$ cat src/rtl/display_arbiter_pkg.sv
// Shared types and helpers for the display arbiter: state encoding,
// timing defaults and the fixed-priority request encoder.
package display_arbiter_pkg;

  typedef enum logic [1:0] {
    ST_IDLE  = 2'b00,
    ST_DWELL = 2'b01,
    ST_HOLD  = 2'b10,
    ST_GAP   = 2'b11
  } state_t;

  localparam logic [15:0] DWELL_DEF    = 16'hBB8;
  localparam logic [15:0] MAX_HOLD_DEF = 16'h7530;

  // REQ[2] wins over REQ[1], which wins over REQ[0]; result is one-hot or zero.
  function automatic logic [2:0] prio_onehot(input logic [2:0] req);
    if (req[2])      return 3'b100;
    else if (req[1]) return 3'b010;
    else if (req[0]) return 3'b001;
    else             return 3'b000;
  endfunction

endpackage

$ cat src/rtl/display_arbiter_timer.sv
// Grant-length timer: clears on a new grant, counts while granted,
// saturates at all-ones and flags the dwell and max-hold thresholds.
module display_arbiter_timer
  import display_arbiter_pkg::*;
#(
  parameter logic [15:0] DWELL    = DWELL_DEF,
  parameter logic [15:0] MAX_HOLD = MAX_HOLD_DEF,
  parameter bit          TO_EN    = 1'b0
) (
  input  logic CLK,
  input  logic RST,
  input  logic clr,
  input  logic en,
  output logic dwell_done,
  output logic hold_expire
);

  logic [15:0] count;

  always_ff @(posedge CLK) begin
    if (RST)
      count <= '0;
    else if (clr)
      count <= '0;
    else if (en && (count != 16'hFFFF))
      count <= count + 16'd1;
  end

  assign dwell_done  = (count == (DWELL - 16'd1));
  // Without the timeout feature the expiry flag is permanently low.
  assign hold_expire = TO_EN && (count == (MAX_HOLD - 16'd1));

endmodule

$ cat src/rtl/display_arbiter.sv
// Three-requester display arbiter with minimum dwell before preemption.
// Define DISPLAY_ARBITER_TIMEOUT_EN to bound grants and mask timed-out requesters.
module display_arbiter
  import display_arbiter_pkg::*;
#(
  parameter logic [15:0] DWELL    = DWELL_DEF,
  parameter logic [15:0] MAX_HOLD = MAX_HOLD_DEF
) (
  input  logic       CLK,
  input  logic       RST,
  input  logic [2:0] REQ,
  input  logic [7:0] DATA0,
  input  logic [7:0] DATA1,
  input  logic [7:0] DATA2,
  output logic [2:0] GNT,
  output logic [7:0] LEDS,
  output logic       DISP,
  output logic       BUSY,
  output logic       TIMEOUT
);

  state_t      state, state_nxt;
  logic [2:0]  req_eff, gnt_nxt, higher;
  logic [7:0]  leds_nxt;
  logic        disp_nxt, granted, released, dwell_done, hold_expire, timeout_hit;

  assign granted     = (state == ST_DWELL) || (state == ST_HOLD);
  assign released    = ~|(REQ & GNT);
  assign timeout_hit = granted && hold_expire;
  assign higher      = {GNT[1] | GNT[0], GNT[0], 1'b0};

`ifdef DISPLAY_ARBITER_TIMEOUT_EN
  localparam bit TO_EN = 1'b1;
  logic [2:0] mask;

  // A timed-out requester stays masked until it drops its REQ for a cycle.
  always_ff @(posedge CLK) begin
    if (RST)
      mask <= '0;
    else
      mask <= (mask & REQ) | (timeout_hit ? GNT : 3'b000);
  end

  assign req_eff = REQ & ~mask;
`else
  localparam bit TO_EN = 1'b0;
  assign req_eff = REQ;
`endif

  display_arbiter_timer #(
    .DWELL    (DWELL),
    .MAX_HOLD (MAX_HOLD),
    .TO_EN    (TO_EN)
  ) u_timer (
    .CLK         (CLK),
    .RST         (RST),
    .clr         ((state == ST_IDLE) && (|req_eff)),
    .en          (granted),
    .dwell_done  (dwell_done),
    .hold_expire (hold_expire)
  );

  always_ff @(posedge CLK) begin
    if (RST) begin
      state <= ST_IDLE;
      GNT   <= '0;
      LEDS  <= '0;
      DISP  <= 1'b0;
    end else begin
      state <= state_nxt;
      GNT   <= gnt_nxt;
      LEDS  <= leds_nxt;
      DISP  <= disp_nxt;
    end
  end

  always_comb begin
    state_nxt = state;
    case (state)
      ST_IDLE:  if (|req_eff) state_nxt = ST_DWELL;
      ST_DWELL: begin
        if (released || timeout_hit) state_nxt = ST_GAP;
        else if (dwell_done)         state_nxt = ST_HOLD;
      end
      // Release, preemption and timeout all collapse into one Gap cycle.
      ST_HOLD:  if (released || timeout_hit || (|(req_eff & higher))) state_nxt = ST_GAP;
      ST_GAP:   state_nxt = ST_IDLE;
      default:  state_nxt = ST_IDLE;
    endcase
  end

  always_comb begin
    gnt_nxt  = '0;
    leds_nxt = '0;
    disp_nxt = 1'b0;
    BUSY     = (state != ST_IDLE);
    TIMEOUT  = timeout_hit;
    if ((state == ST_IDLE) && (|req_eff)) begin
      gnt_nxt = prio_onehot(req_eff);
    end else if (granted && ((state_nxt == ST_DWELL) || (state_nxt == ST_HOLD))) begin
      gnt_nxt  = GNT;
      disp_nxt = 1'b1;
      case (GNT)
        3'b001:  leds_nxt = DATA0;
        3'b010:  leds_nxt = DATA1;
        3'b100:  leds_nxt = DATA2;
        default: leds_nxt = '0;
      endcase
    end
  end

endmodule

$ cat config.mk
export PLATFORM = sky130hd
export DESIGN_NAME = display_arbiter
export DESIGN_NICKNAME = d
export VERILOG_FILES = /design/src/rtl/display_arbiter_pkg.sv /design/src/rtl/display_arbiter_timer.sv /design/src/rtl/display_arbiter.sv
export SDC_FILE = /design/constraint.sdc
export NUM_CORES = 1
export LEC_CHECK = 0
export CELL_PAD_IN_SITES_DETAIL_PLACEMENT = 0
export CELL_PAD_IN_SITES_GLOBAL_PLACEMENT = 1
export CORE_MARGIN = 2
export CORE_UTILIZATION = 37
export CTS_BUF_LIST = sky130_fd_sc_hd__clkbuf_16
export DETAILED_ROUTE_END_ITERATION = 10
export GPL_ROUTABILITY_DRIVEN = 0
export PLACE_DENSITY = 0.84
export SYNTH_ARGS = -nofsm -noshare
export SYNTH_HDL_FRONTEND = slang
export SYNTH_SLANG_ARGS = --single-unit
$ cat constraint.sdc
create_clock -name CLK -period 6.5 [get_ports CLK]
set_input_delay 0.975 -clock CLK [delete_from_list [all_inputs] [get_ports CLK]]
set_output_delay 0.975 -clock CLK [all_outputs]
set_load 0.03 [all_outputs]
==> results of run 1 <==
==> stage by stage <==
step	std cells	utilization
after floorplan	178	-
after global placement	262	0.492
after detailed placement	262	0.492
after CTS	270	0.532
after global routing	270	0.532
final	270	0.532
==> worst max-delay path by stage <==
stage	start	endpoint	slack (ns)	cells past startpoint
final	REQ[0]	GNT[0]	3.42	6
after global routing	REQ[0]	GNT[0]	3.19	6
after CTS	REQ[0]	GNT[0]	3.40	6
after detailed placement	REQ[0]	GNT[1]	3.12	6
after global placement	REQ[0]	GNT[0]	3.20	6
after floorplan	REQ[0]	LEDS[0]	4.12	6
==> state kept, by name, indices dropped and copies added, names as in the netlist <==
| signal | cells |
|---|---|
| DISP | 1 |
| GNT | 3 |
| LEDS | 8 |
| state | 2 |
| u_timer.count | 16 |
==> layout make-up <==
class / count / area, um2 / share of cell area
timing repair buffer: 42 / 418 / 0.196
clock inverter: 3 / 37.5 / 0.0176
clock buffer: 5 / 125 / 0.0588
inverter: 4 / 15.0 / 0.00705
multi-input combinational: 136 / 871 / 0.409
sequential: 30 / 601 / 0.282
tap: 50 / 62.6 / 0.0294
==> worst max-delay path: stages <==
cell             delay [ns]
clkdlybuf4s50_1        0.45
a222oi_1               0.54
a221oi_2               0.13
a32o_2                 0.28
xor2_2                 0.62
o21ai_0                0.20
==> per-layer routing <==
metal  wire, um  up-vias  part of all wire
li1           -      706                 -
met1       1530      622              0.45
met5          0        -                 0
met4         45        0             0.013
met3        161        7             0.047
met2       1660       27              0.49
==> cell usage after synthesis (2+ instances only) <==
library cell and number:
nor2b_1 3, nor2_1 34, ha_1 5, a22oi_1 8
nand2_1 11, nand4_1 7, o21ai_0 3, nand3_1 6
xor2_1 12, nor3_2 8, dfxtp_1 30, and4_1 2
clkbuf_1 5, and3_1 2, a21oi_1 11, xnor2_1 2
inv_1 4, nor3_1 3
==> cells by family (layout without fill, tap and decap cells) <==
logic type / count (synthesis) / count (layout)
other: 1 / 1
and+or+nand+nor: 83 / 83
DFF: 30 / 30
adders and majority gates: 5 / 5
xor gates and xnor gates: 15 / 15
AOI/OAI and AO/OA: 31 / 31
muxes: 1 / 1
buffers and inverters: 12 / 54
==> power by group through the flow <==
stage               combinational, mW  sequential [mW]  clock, mW
global placement                0.120            0.200          0
floorplan                      0.0799            0.205          0
CTS                             0.121            0.197      0.257
finish                          0.121            0.197      0.249
detailed placement              0.121            0.200          0
global route                    0.132            0.197      0.265
==> impl_metrics.yaml, run 1 <==
status:
  status: "complete, no violations"
synth:
  synth_top_family_by_area: "simple AND/OR/NAND/NOR gates"
  ys_seq_area_frac: 0.393
  synth.largest_area_cell: "dfxtp_1"
  synthMuxAreaShare: 0.00655
  syn_area_per_cell_um2: 8.58
  synth_flop_cell: "dfxtp_1"
  netlist.area_leader.share: 0.393
  synth-compound-area-share: 0.139
  syn_nets: 212
  syn-cell-area_um2: 1530
  netlist_instances: 178
  async_reset_ff_frac: 0
  synth_cell_types: 40
  ys_top_cells_by_area: "dfxtp_1, nor2_1, xor2_1"
  synthXorXnorAreaFrac: 0.0909
  synth-adder-area-share: 0.0410
  yosys_warnings: 0
  synth_edf_count: 0
  synthSimpleGateAreaFrac: 0.290
  synth.ff_latch_count: 30
sta:
  post-route-period-util: 0.474
  fin_ws_ns: 3.42
  setup_viol: 0
  hold_ws_ns: 0.527
  slew_headroom: 0.262
  rsz0062_at_grt: "no"
  fmax_mhz: 324
  tightest_slew_ns: 1.08
  clock_skew_ns: 0.00586
  tns_ns: 0
  min_period_ns: 3.08
  maxSlewViolCount: 0
  hold_viol: 0
global_routing:
  gr-usage-all-layers: 0.155
  grt-ovfl-total: 0
  met3_usage: 0.0592
  grt_pass1_vias: 1199
  grt_max_degree: 19
  antenna_found_initial: 0
  grtUsageMet2: 0.251
  met1_usage: 0.188
  grt_first_pass_wirelength_mm: 5.28
  top_usage_layer: "met2"
worst_hold_path:
  hp-start: "u_timer.count[1]"
  whs_endpoint: "u_timer.count[1]"
  worstHoldPathCells: 2
  min_path_type: "reg2reg"
placement:
  dp_slack_ns: 3.12
  dp_hpwl_mm: 2.54
  port_buffers: 41
  postPlaceCellArea_um2: 1970
route:
  drt_first_pass_iters: 4
  via_per_inst: 5.04
  wl_mm: 3.40
  wl_per_cell_um: 12.6
  vias: 1362
  drtIter0Drc: 72
  postRouteAntennaNets: 0
  drc: 0
critical_path:
  cp_data_arrival_time_ns: 3.20
  critPathMaxFanout: 12
  reg2reg_depth: 6
  start_kind: "primary input"
  cp_data_required_time_ns: 6.62
  crit_type: "in2reg"
  ff2ff_setup_slack_ns: 3.75
  worstReg2RegEnd: "GNT[0]"
  cp-end-kind: "register"
  rr_startpoint: "u_timer.count[13]"
floorplanning:
  dieHeight_um: 68.3
  die-area_um2: 4660
  core_um2: 4000
  fp-row-count: 23
  boundaryPins: 43
  start_util: 0.382
  die_w_um: 68.3
power_and_ir_drop:
  seqPwrFrac: 0.347
  clockPowerShare: 0.440
  peakVddDrop_v: 0.000197
  internal-power_mw: 0.416
  pwr-share-comb: 0.213
  power_density_nw_per_um2: 266
  total_power_mw: 0.566
  leakage_nw: 0.771
  switching_share: 0.265
  switchingPower_mw: 0.150
job:
  drv_cap: 0
clock_tree:
  cts_num_sinks: 30
  root_buffer: "clkbuf_16"
  post_cts_buffers: 0
  ctsLongestPathBuffers: 2
  cts_buffers: 5
  cts_resized: 0
  clk_pin_slew_ns: 0.05
  tritoncts: "built"
  clk_latency_ns: 0.27
  cts_max_level: 2
  hold_buffers: 0
cells_and_area:
  final_common_cell: "clkdlybuf4s50_1"
  mostFrequentLayoutCells: "clkdlybuf4s50_1, nor2_1, dfxtp_1"
  finalInstanceArea_um2: 2130
  drive_gt1_frac: 0.0955
  areaGrowthSynthToFinish_pct: 39.4
  fin_nets: 253
  diodes: 0
  fillCellCount: 385
No activity file was read; power rests on OpenSTA's default activity.
==> inputs of run 2 (changes only) <==
CORE_UTILIZATION = 34   (was 37)
PLACE_DENSITY = 0.78   (was 0.84)
clock period = 3.1 ns   (was 6.5 ns; I/O delays follow)
==> impl_metrics.yaml, run 2 (same netlist as run 1, synthesis figures left out) <==
sta:
  fmax_mhz: 416
  setup_viol: 0
  hold_viol: 0
  post-route-period-util: 0.775
  rsz0062_at_grt: "no"
  min_period_ns: 2.40
  fin_ws_ns: 0.697
  tns_ns: 0
  maxSlewViolCount: 0
  tightest_slew_ns: 0.837
  clock_skew_ns: 0.00266
  slew_headroom: 0.441
  hold_ws_ns: 0.530
floorplanning:
  boundaryPins: 43
  start_util: 0.351
  fp-row-count: 24
  die_w_um: 71.0
  dieHeight_um: 71.0
  die-area_um2: 5050
  core_um2: 4350
global_routing:
  grt_first_pass_wirelength_mm: 6.24
  gr-usage-all-layers: 0.155
  grt_pass1_vias: 1352
  antenna_found_initial: 0
  grt_max_degree: 19
  grt-ovfl-total: 0
clock_tree:
  clk_pin_slew_ns: 0.05
  cts_resized: 0
  cts_num_sinks: 30
  cts_max_level: 2
  post_cts_buffers: 0
  tritoncts: "built"
  root_buffer: "clkbuf_16"
  hold_buffers: 0
  ctsLongestPathBuffers: 2
  cts_buffers: 5
  clk_latency_ns: 0.27
power_and_ir_drop:
  total_power_mw: 1.11
  peakVddDrop_v: 0.000363
  power_density_nw_per_um2: 524
  leakage_nw: 0.762
cells_and_area:
  regMostFlops: "u_timer.count"
  diodes: 0
  utilization: 0.487
  mostFrequentLayoutCells: "clkdlybuf4s50_1, nor2_1, dfxtp_1"
  drive_gt1_frac: 0.0991
  largestRegisters: "u_timer.count x16, LEDS x8, GNT x3"
  fin_nets: 255
  final_common_cell: "clkdlybuf4s50_1"
  areaGrowthSynthToFinish_pct: 38.8
  stdcell_count: 274
  finalInstanceArea_um2: 2120
  largest_reg_flops: 16
critical_path:
  cp_data_required_time_ns: 3.25
  ff2ff_setup_slack_ns: 0.70
  crit_type: "reg2reg"
  cp_data_arrival_time_ns: 2.56
  rr_startpoint: "u_timer.count[13]"
  slowest_stage: "or4_4"
  cp_num_buf_inv: 1
  cp-end-kind: "register"
  critPathMaxFanout: 12
  critical_path.top_delay_family: "simple AND/OR/NAND/NOR gates"
  max_stage_delay_ns: 0.55
  path_cells: "or4_1, or4_4, a221oi_2, a32o_2, xor2_2, buf_4, o21ai_0"
  cp-startpoint: "u_timer.count[13]"
  start_kind: "register"
route:
  drtIter0Drc: 27
  drt_first_pass_iters: 4
  wl_per_cell_um: 12.4
  via_per_inst: 5.08
  drc: 0
  postRouteAntennaNets: 0
  vias: 1391
  wl_mm: 3.41
worst_hold_path:
  min_path_type: "reg2reg"
  hp-start: "u_timer.count[1]"
placement:
  dp_hpwl_mm: 2.58
  postPlaceCellArea_um2: 1980
  dp_slack_ns: 0.611
  place_inst: 266
  port_buffers: 41
status:
  status: "complete, no violations"
job:
  drv_cap: 0
==> run 2: cell types whose count changed in the layout (fill, tap and decap cells not counted) <==
cell and delta:
clkinv_1 +3, buf_4 +2, inv_1 -2, bufinv_16 -1
==> run 2: power by group <==
group	switching [mW]	internal, mW	total, mW
logic	0.150	0.110	0.260
registers	0.0120	0.400	0.412
clock network	0.152	0.287	0.439
total	0.314	0.797	1.11
==> run 2: worst paths after layout <==
kind | endpoint | cells past startpoint
max | GNT[1] | 7
min reg2reg | u_timer.count[1] | 2
min | u_timer.count[1] | 2
max reg2reg | GNT[1] | 7
==> run 2: final cells by class <==
| cell class | count | area, um2 |
|---|---|---|
| sequential | 30 | 601 |
| clock inverter | 3 | 11.3 |
| multi-input combinational | 136 | 871 |
| timing repair buffer | 44 | 433 |
| tap | 52 | 65.1 |
| fill | 418 | 2230 |
| clock buffer | 5 | 125 |
| inverter | 4 | 15.0 |
==> run 2: worst reg2reg max path: stages (launching register included) <==
cell	delay, ns
dfxtp_1	0.34
or4_1	0.52
or4_4	0.55
a221oi_2	0.23
a32o_2	0.20
xor2_2	0.12
buf_4	0.22
o21ai_0	0.11
==> run 2: layer usage <==
| metal | global-route usage | vias up | part of all wire |
|---|---|---|---|
| met5 | 0 | - | 0 |
| met4 | 0.0692 | 0 | 0.017 |
| met3 | 0.0541 | 7 | 0.094 |
| met2 | 0.243 | 55 | 0.42 |
| met1 | 0.193 | 618 | 0.47 |
| li1 | - | 711 | - |
==> inputs of run 3 (changes only) <==
clock period = 2.38 ns   (was 3.1 ns; I/O delays follow)
==> impl_metrics.yaml, run 3 (same netlist as run 1, synthesis figures left out) <==
status:
  status: "complete, no violations"
sta:
  hold_viol: 0
  maxSlewViolCount: 0
  fmax_mhz: 430
  setup_viol: 0
  slew_headroom: 0.439
  min_period_ns: 2.33
  hold_ws_ns: 0.513
  rsz0062_at_grt: "yes"
  fin_ws_ns: 0.0519
  tightest_slew_ns: 0.840
  post-route-period-util: 0.978
  clock_skew_ns: 0.00351
clock_tree:
  cts_num_sinks: 30
  tritoncts: "built"
  post_cts_buffers: 0
  cts_buffers: 5
  ctsLongestPathBuffers: 2
  root_buffer: "clkbuf_16"
  cts_max_level: 2
  clk_pin_slew_ns: 0.05
  clk_latency_ns: 0.27
route:
  postRouteAntennaNets: 0
  drtIter0Drc: 37
  wl_mm: 3.61
  via_per_inst: 5.06
  drc: 0
  wl_per_cell_um: 12.8
  drt_first_pass_iters: 4
  vias: 1433
critical_path:
  reg2reg_depth: 7
  cp-end-kind: "register"
  rr_startpoint: "u_timer.count[15]"
  critPathMaxFanout: 9
  cp_data_required_time_ns: 2.53
  cp_data_arrival_time_ns: 2.48
  crit_type: "reg2reg"
  ff2ff_setup_slack_ns: 0.05
  start_kind: "register"
  worstReg2RegEnd: "LEDS[1]"
power_and_ir_drop:
  leakage_nw: 0.820
  power_density_nw_per_um2: 677
  peakVddDrop_v: 0.000389
floorplanning:
  fp-row-count: 24
  dieHeight_um: 71.0
  die-area_um2: 5050
  boundaryPins: 43
  die_w_um: 71.0
  start_util: 0.351
  core_um2: 4350
job:
  drv_cap: 0
worst_hold_path:
  hp-start: "u_timer.count[15]"
  worstHoldPathCells: 2
  min_path_type: "reg2reg"
  whs_endpoint: "u_timer.count[15]"
cells_and_area:
  areaGrowthSynthToFinish_pct: 44.1
  mostFrequentLayoutCells: "clkdlybuf4s50_1, nor2_1, dfxtp_1"
  diodes: 0
  fin_nets: 264
  final_common_cell: "clkdlybuf4s50_1"
  drive_gt1_frac: 0.152
  regMostFlops: "u_timer.count"
  largest_reg_flops: 16
  largestRegisters: "u_timer.count x16, LEDS x8, GNT x3"
global_routing:
  grt-ovfl-total: 0
  grt_pass1_vias: 1358
  gr-usage-all-layers: 0.152
  grt_first_pass_wirelength_mm: 6.09
  grt_max_degree: 18
  antenna_found_initial: 0
placement:
  port_buffers: 41
  dp_hpwl_mm: 2.73
  dp_slack_ns: 0.0413
-- run 3: worst max-delay path, stage by stage (launching register included) --
cell      delay [ns]
dfxtp_2         0.33
or4_1           0.51
or4_4           0.54
a221oi_2        0.23
a32o_2          0.20
xor2_2          0.17
buf_6           0.18
nor3_2          0.06
-- run 3: worst max path at each step --
| stage | from | to | slack [ns] |
|---|---|---|---|
| floorplan | u_timer.count[13] | LEDS[0] | 0.13 |
| global placement | u_timer.count[15] | LEDS[2] | 0.09 |
| detailed placement | u_timer.count[15] | LEDS[2] | 0.04 |
| CTS | u_timer.count[15] | LEDS[1] | 0.03 |
| global route | u_timer.count[15] | LEDS[1] | -0.04 |
| finish | u_timer.count[15] | LEDS[1] | 0.05 |
-- run 3: power breakdown --
group	leakage [nW]	internal, mW	total (mW)	switching [mW]
Combinational	0.504	0.168	0.381	0.213
Sequential	0.243	0.521	0.536	0.0149
Clock	0.0724	0.376	0.575	0.199
-- run 3: metrics by stage --
| step | utilization | std cells | area, um2 | total power, mW | TNS, ns |
|---|---|---|---|---|---|
| 6_report | 0.506 | 283 | 2200 | 1.49 | 0 |
| 5_1_grt | 0.506 | 283 | 2200 | 1.57 | -0.350 |
| 4_1_cts | 0.503 | 283 | 2190 | 1.50 | 0 |
| 3_5_place_dp | 0.471 | 275 | 2050 | 0.916 | 0 |
| 3_3_place_gp | 0.471 | 275 | 2050 | 0.914 | 0 |
| 2_1_floorplan | - | 178 | 1530 | 0.778 | 0 |
-- run 3: cell type report --
cell class                 count  area [um2]
fill                         424        2150
multi-input combinational    136         878
sequential                    30         602
timing repair buffer          53         504
clock buffer                   5         125
tap                           52        65.1
inverter                       4        15.0
clock inverter                 3        12.5
-- run 3: what timing repair did --
item / CTS / global route
resized for setup: 0 / 6
setup endpoints to repair: 0 / 11
hold endpoints to repair: 0 / 0
hold buffers: 0 / 0
-- run 3: per-layer routing --
layer / up-vias / share of wire / GRT usage
li1: 725 / - / -
met1: 656 / 0.47 / 0.194
met2: 50 / 0.45 / 0.240
met3: 2 / 0.078 / 0.0527
met4: 0 / 0.0064 / 0.0503
met5: - / 0 / 0
